## config.mk

```make
export PLATFORM = sky130hd
export DESIGN_NAME = approx_mul_error_monitor
export DESIGN_NICKNAME = d
export VERILOG_FILES = /design/src/rtl/approx_mul_error_monitor.sv
export SDC_FILE = /design/constraint.sdc
export NUM_CORES = 1
export LEC_CHECK = 0
export CORE_MARGIN = 2
export CORE_UTILIZATION = 42
export CTS_BUF_LIST = sky130_fd_sc_hd__clkbuf_4 sky130_fd_sc_hd__clkbuf_8
export CTS_CLUSTER_SIZE = 40
export DETAILED_ROUTE_END_ITERATION = 16
export PLACE_DENSITY = 0.63
export SYNTH_ARGS = -nofsm -noshare
export SYNTH_HDL_FRONTEND = slang
export SYNTH_SLANG_ARGS = --single-unit
```

## constraint.sdc

```tcl
create_clock -name clk -period 5.8 [get_ports clk]
set_clock_uncertainty 0.2 [all_clocks]
set_input_delay 1.16 -clock clk [delete_from_list [all_inputs] [get_ports clk]]
set_output_delay 1.16 -clock clk [all_outputs]
set_load 0.05 [all_outputs]
```

## src/rtl/approx_mul_error_monitor.sv

```systemverilog
// approx_mul_error_monitor: error statistics (ED sum/max/count) for an 8x8 approximate multiplier.
// Optional squared-ED accumulator enabled by defining SQ_ERR_EN.
module approx_mul_error_monitor #(
  parameter int N_SAMPLES = 4096,
  parameter int CNT_W     = 16,
  parameter int ACC_W     = 32,
  parameter int SQ_W      = 48
) (
  input  logic             clk,
  input  logic             rst,
  input  logic             start,
  input  logic             in_valid,
  output logic             in_ready,
  input  logic [7:0]       x,
  input  logic [7:0]       y,
  input  logic [15:0]      z_apx,
  output logic             done,
  output logic [CNT_W-1:0] sample_cnt,
  output logic [CNT_W-1:0] err_cnt,
  output logic [ACC_W-1:0] ed_sum,
  output logic [15:0]      ed_max,
  output logic [SQ_W-1:0]  sq_sum
);
  typedef enum logic [1:0] {IDLE, RUN, DRAIN, DONE} state_t;
  state_t           state_q, state_d;
  logic [CNT_W-1:0] acc_cnt_q, acc_cnt_d, sample_cnt_q, sample_cnt_d, err_cnt_q, err_cnt_d;
  logic             v1_q, v1_d, v2_q, v2_d;
  logic [15:0]      exact_q, exact_d, zapx_q, zapx_d, ed_q, ed_d, ed_max_q, ed_max_d;
  logic [ACC_W-1:0] ed_sum_q, ed_sum_d;
  logic [ACC_W:0]   ed_sum_ext;
  logic             accept, clr, last;

  assign in_ready = state_q == RUN;
  assign accept   = in_valid & in_ready;
  assign clr      = start & (state_q == IDLE || state_q == DONE);
  assign last     = accept && acc_cnt_q == CNT_W'(N_SAMPLES - 1);
  assign done     = state_q == DONE;

  always_comb begin
    state_d = state_q;
    case (state_q)
      IDLE:    state_d = start ? RUN : IDLE;
      RUN:     state_d = last ? DRAIN : RUN;
      DRAIN:   state_d = (!v1_q && !v2_q) ? DONE : DRAIN;
      DONE:    state_d = start ? RUN : DONE;
      default: state_d = IDLE;
    endcase
    acc_cnt_d    = clr ? '0 : acc_cnt_q + CNT_W'(accept);
    v1_d         = accept;
    exact_d      = {8'd0, x} * {8'd0, y};
    zapx_d       = z_apx;
    v2_d         = v1_q;
    ed_d         = exact_q >= zapx_q ? exact_q - zapx_q : zapx_q - exact_q;
    ed_sum_ext   = {1'b0, ed_sum_q} + (ACC_W+1)'(ed_q);
    sample_cnt_d = clr ? '0 : v2_q ? sample_cnt_q + 1'b1 : sample_cnt_q;
    err_cnt_d    = clr ? '0 : v2_q ? err_cnt_q + CNT_W'(ed_q != 16'd0) : err_cnt_q;
    ed_max_d     = clr ? '0 : (v2_q && ed_q > ed_max_q) ? ed_q : ed_max_q;
    ed_sum_d     = clr ? '0 : !v2_q ? ed_sum_q : ed_sum_ext[ACC_W] ? '1 : ed_sum_ext[ACC_W-1:0];
  end

  always_ff @(posedge clk) begin
    if (rst) begin
      state_q      <= IDLE;
      acc_cnt_q    <= '0;
      v1_q         <= 1'b0;
      v2_q         <= 1'b0;
      exact_q      <= '0;
      zapx_q       <= '0;
      ed_q         <= '0;
      sample_cnt_q <= '0;
      err_cnt_q    <= '0;
      ed_max_q     <= '0;
      ed_sum_q     <= '0;
    end else begin
      state_q      <= state_d;
      acc_cnt_q    <= acc_cnt_d;
      v1_q         <= v1_d;
      v2_q         <= v2_d;
      exact_q      <= exact_d;
      zapx_q       <= zapx_d;
      ed_q         <= ed_d;
      sample_cnt_q <= sample_cnt_d;
      err_cnt_q    <= err_cnt_d;
      ed_max_q     <= ed_max_d;
      ed_sum_q     <= ed_sum_d;
    end
  end

  assign sample_cnt = sample_cnt_q;
  assign err_cnt    = err_cnt_q;
  assign ed_sum     = ed_sum_q;
  assign ed_max     = ed_max_q;

`ifdef SQ_ERR_EN
  logic [SQ_W-1:0] sq_sum_q, sq_sum_d;
  logic [SQ_W:0]   sq_ext;
  logic [31:0]     ed_sq;
  always_comb begin
    ed_sq    = {16'd0, ed_q} * {16'd0, ed_q};
    sq_ext   = {1'b0, sq_sum_q} + (SQ_W+1)'(ed_sq);
    sq_sum_d = clr ? '0 : !v2_q ? sq_sum_q : sq_ext[SQ_W] ? '1 : sq_ext[SQ_W-1:0];
  end
  always_ff @(posedge clk) begin
    if (rst) sq_sum_q <= '0;
    else     sq_sum_q <= sq_sum_d;
  end
  assign sq_sum = sq_sum_q;
`else
  assign sq_sum = '0;
`endif
endmodule

```

== Yosys cells after proc, flatten, opt, wreduce, memory -nomap -nowiden ==
Index checks and enable logic that the tools add are counted.

* Flip-flop bits (word level): 148
* Output and inout bits: 130

* $add $sub $neg: 6
* $mul: 1
* $lt $le $gt $ge: 2
* Equal/unequal tests: 4
* Mux-type cells: 7
* Bitwise logic cells: 2
* Reduce and logical (&&, ||, !) cells: 9

{| class="wikitable"
|+ Operator list
! kind !! count
|-
| $add A32 B16 Y33 || 1
|-
| $add A16 B1 Y16 || 2
|-
| $mux W32 || 1
|-
| $sub A16 B16 Y16 || 2
|-
| $add A16 B1 Y16 const B || 1
|-
| $eq A16 B12 Y1 const B || 1
|-
| $ge A16 B16 Y1 || 1
|-
| $gt A16 B16 Y1 || 1
|-
| $mul A8 B8 Y16 || 1
|-
| $mux W16 || 1
|-
| $reduce_bool A16 Y1 || 1
|-
| $pmux W2 S4 || 1
|-
| $eq A2 B2 Y1 const B || 2
|-
| $mux W2 || 2
|-
| $logic_and A1 B1 Y1 || 3
|-
| $and A1 B1 Y1 || 2
|-
| $eq A2 B1 Y1 const B || 1
|-
| $logic_not A1 Y1 || 2
|-
| $logic_not A2 Y1 || 1
|-
| $mux W1 || 2
|-
| $reduce_or A2 Y1 || 1
|-
| $logic_or A1 B1 Y1 || 1
|}

== Longest topological paths before layout ==
Gate-level depths: netlist (run 1).

* Depth after elaboration: 5
* Mapped depth: 17
* Gate-level depth less buffers: 17

== Worst setup path after synthesis (run 1) ==
OpenSTA, ideal clock, no wires.

* Kind: in2reg
* Start point: in x[1]
* End point: reg exact_q[14]
* Setup time: 0.128 ns
* Data arrival time: 4.758 ns
* Slack: 0.714 ns
* Stages on the path: 14
* Cells stage by stage: and2_1 -> fa_1 -> fa_1 -> fa_1 -> inv_1 -> fa_1 -> inv_1 -> ha_1 -> a21o_1 -> a31oi_1 -> o21ai_0 -> o41ai_1 -> xnor2_1 -> nor2b_1

* Cells in the longest elaborated chain, start to end: 1

{| class="wikitable"
|+ Ends and longest elaborated chain
! what !! line !! RTL
|-
| from (decl) || 14 || <nowiki>input logic [7:0] x,</nowiki>
|-
| $mul A8 B8 Y16 || 50 || <nowiki>exact_d = {8'd0, x} * {8'd0, y};</nowiki>
|-
| to (signal assigned) || 79 || <nowiki>exact_q <= exact_d;</nowiki>
|-
| to (decl) || 28 || <nowiki>logic [15:0] exact_q, exact_d, zapx_q, zapx_d, ed_q, ed_d, ed_max_q, ed_max_d;</nowiki>
|}

No other way between the ends.
A chain may end at the register's enable or synchronous reset.

== Final worst setup path (run 1) ==
Ends and elaborated chain as after synthesis.

==> results.cfg, run 1 <==
[setup_path]
worst_r2r_startpoint = ed_q[0]$_SDFF_PP0_
reg2reg_depth = 11
timing.critical_path.max_delay_family = adder cells
critPathLaunchType = input port
cp.depth = 15
crit_path_max_fanout = 8
cpMaxStageDelayCell = sky130_fd_sc_hd__fa_1
r2r-end = ed_sum[18]$_SDFFE_PP0P_
critical_path.endpoint_type = flop
cp_slowest_stage_delay_ns = 0.54
worst-path-buf-inv = 3
cp_cell_sequence = clkdlybuf4s50_1 -> and2_1 -> fa_1 -> fa_1 -> fa_1 -> inv_1 -> fa_1 -> inv_1 -> ha_1 -> a21o_1 -> a31oi_1 -> o21ai_0 -> o41ai_1 -> xnor2_1 -> nor2b_1
worst-setup-path-type = in2reg
regToRegSetupSlack_ns = 2.27
critical_path_required_ns = 5.94
cp-endpoint = exact_q[14]$_SDFF_PP0_
critical_path_start = x[1]
library_cell_appearing_most_often_on_the_critical_path = sky130_fd_sc_hd__fa_1
worst_ep_arrival_time_ns = 5.55

[sta]
period_minus_slack_ns = 5.42
unrepaired_setup_endpoints_after_global_routing = false
final.setup.worst_slack_ns = 0.381
hold_violations = 0
worstMarginPinSlew_ns = 0.776
setup_tns_final_ns = 0
timing_max_transition_violations_final = 0
min_period_over_period_pct = 93.4
final-setup-viol-count = 0
max_freq_mhz = 185
timing.max_slew.rel_slack_pct = 48.1

[die]
die-width_microns = 162
fp-row-count = 57
core_sq_um = 24400
die_area_sq_um = 26300
fp.dieH_microns = 162
initial_utilization_pct = 43.0
floorplan.io_pins = 166

[placement]
post_place_cells = 1641
post-dp-hpwl_mm = 17.3
place_congestion = 0.852
place.port_buffers = 117
place_worst_setup_slack_ns = -0.0979

[route]
dr_total_vias = 8287
drt-initial-drc-count = 436
avgRoutedWirePerCell_microns = 13.2
first_pass_iters = 6
routed_via_density = 4.95
route.detailed.drc = 0
ant_nets = 0
postRouteWirelength_mm = 22.1

[synth]
synth.avg_cell_area_sq_um = 8.58
ys_seq_area_share_pct = 28.2
yosys-top-cells-area = sky130_fd_sc_hd__dfxtp_1 (28%), sky130_fd_sc_hd__ha_1 (13%), sky130_fd_sc_hd__fa_1 (7.4%)
count_of_flip_flops_with_a_built_in_enable_after_synthesis = 0
synth_cells = 1223
yosysMostFrequentCell = sky130_fd_sc_hd__dfxtp_1
yosys_register_bits = 148
synth.lib_cells_used.distinct = 67
synth_flop_cell = sky130_fd_sc_hd__dfxtp_1
synth_async_sr_flop_share_pct = 0
synth.cell_area_sq_um = 10500
ys_warn_count = 0
synth_top_area_share_pct = 28.2
post_synth_most_frequent_cells = sky130_fd_sc_hd__dfxtp_1 (148), sky130_fd_sc_hd__inv_1 (123), sky130_fd_sc_hd__nor2_1 (115), sky130_fd_sc_hd__ha_1 (108), sky130_fd_sc_hd__a21oi_1 (75)
synth_top_cell_by_area = sky130_fd_sc_hd__dfxtp_1

[clock_tree]
holdBufCountCts = 0
longest_clk_path_bufs = 2
cts_tree = built
cts.repair_timing.setup_buffer_count = 0
cts_num_sinks = 148
clk_transition_reported_paths_ns = 0.09
htree_num_levels = 4
clock-root-buffer = sky130_fd_sc_hd__clkbuf_8
worst_skew_pair.late_latency_ns = 0.47
post_cts_resized = 0
cts-buffers-inserted = 17

[global_routing]
global_routing_usage_summed_across_all_routing_layers_pct = 17.1
grt_antenna_before_repair = 0
first_global_vias = 7931
grt_remaining_overflow = 0
grt_max_degree = 62
wire_length_of_the_first_global_routing_pass_mm = 36.9

[finish]
n_antenna_cell = 0
areaGrowthSynthToFinish_pct = 16.5
final_net_count = 1519
fin_util_pct = 50.1
finish.cell_count_without_fillers = 1673
drive_above_1_share_pct = 5.19

[power]
power_density_cells_nw_per_um2 = 303
p_leak_nw = 5.04
worst_ir_drop_vdd_mv = 0.189
design_power_total_mw = 3.70

[run]
number_of_violations_of_the_max_capacitance_limit = 0

[worst_hold_path]
min-delay-path-class = reg2reg

[status]
outcome = complete, no violations
==> registers in the layout (all words and copies together), names as in the netlist, 16 cells and up <==
| signal | flops |
|---|---|
| ed_max | 16 |
| zapx_q | 16 |
| exact_q | 16 |
| err_cnt | 16 |
| ed_sum | 32 |
| acc_cnt_q | 16 |
| sample_cnt | 16 |
| ed_q | 16 |
==> routing by layer <==
metal | vias up | global-route usage [%] | part of all wire (%)
li1 | 4246 | - | -
met1 | 3856 | 21.8 | 47
met2 | 161 | 29.7 | 48
met3 | 24 | 3.06 | 3.5
met4 | 0 | 4.91 | 1.4
met5 | - | 0 | 0
==> how the worst min path moves through the flow <==
stage                                 end  cells past startpoint  slack (ns)             from
after floorplan           v2_q$_SDFF_PP0_                      1        0.24  v1_q$_SDFF_PP0_
after global placement    v2_q$_SDFF_PP0_                      1        0.27  v1_q$_SDFF_PP0_
after detailed placement  v2_q$_SDFF_PP0_                      1        0.28  v1_q$_SDFF_PP0_
after CTS                 v2_q$_SDFF_PP0_                      1        0.29  v1_q$_SDFF_PP0_
after global routing      v2_q$_SDFF_PP0_                      1        0.31  v1_q$_SDFF_PP0_
final                     v2_q$_SDFF_PP0_                      1        0.29  v1_q$_SDFF_PP0_
==> cell type report <==
cell class              instances  area, sq um
fillers                      2414        12200
multi-input cells             916         6730
flip-flops and latches        148         2960
repair buffers                130         1260
inverters                     123          462
well taps                     324          405
clock buffers                  17          234
clock inverters                15          158
==> placed cells by master (no fill, tap or decap), drive strengths merged, types with 14 or more instances in the layout <==
master,n
xor2,45
conb,48
fa,39
dfxtp,148
nand3,29
nor2,115
clkbuf,17
nor2b,36
a21oi,78
a21o,21
o21ai,44
and2,54
ha,108
nand4,24
inv,133
clkdlybuf4s50,116
mux2i,38
buf,14
nand2,75
xnor2,28
==> cell families (layout without fill, tap and decap cells) <==
logic type / after synthesis / count (layout) / synth area share [%]
fa+ha+maj: 147 / 147 / 20.3
xor+xnor: 73 / 73 / 6.10
flops: 148 / 148 / 28.2
buf+inv: 206 / 285 / 9.36
mux: 46 / 46 / 4.68
compound gates: 199 / 199 / 11.9
simple gates: 403 / 403 / 19.3
other cells: 1 / 48 / 0.0357
==> power breakdown <==
group / total, mW / internal [mW] / switching [mW] / leakage, nW
logic: 1.71 / 0.752 / 0.961 / 3.65
registers: 1.20 / 1.11 / 0.0923 / 1.21
clock network: 0.788 / 0.324 / 0.464 / 0.191
total: 3.70 / 2.18 / 1.52 / 5.04
==> stage by stage <==
stage                     instance area (sq um)  hold slack, ns
final                                     12200           0.286
after global routing                      12200           0.312
after global placement                    11800           0.266
after CTS                                 12200           0.290
after detailed placement                  11800           0.275
after floorplan                           10700           0.239
No activity file was read; power rests on OpenSTA's default activity.
==> run 2: changes to the inputs <==
--- a/config.mk
+++ b/config.mk
@@ -5,6 +5,7 @@
 export SDC_FILE = /design/constraint.sdc
 export NUM_CORES = 1
 export LEC_CHECK = 0
+export CAP_MARGIN = 15
 export CORE_MARGIN = 2
 export CORE_UTILIZATION = 42
 export CTS_BUF_LIST = sky130_fd_sc_hd__clkbuf_4 sky130_fd_sc_hd__clkbuf_8
==> results of run 2 <==
No change in the layout: final DEF, timing and power equal those of run 1.
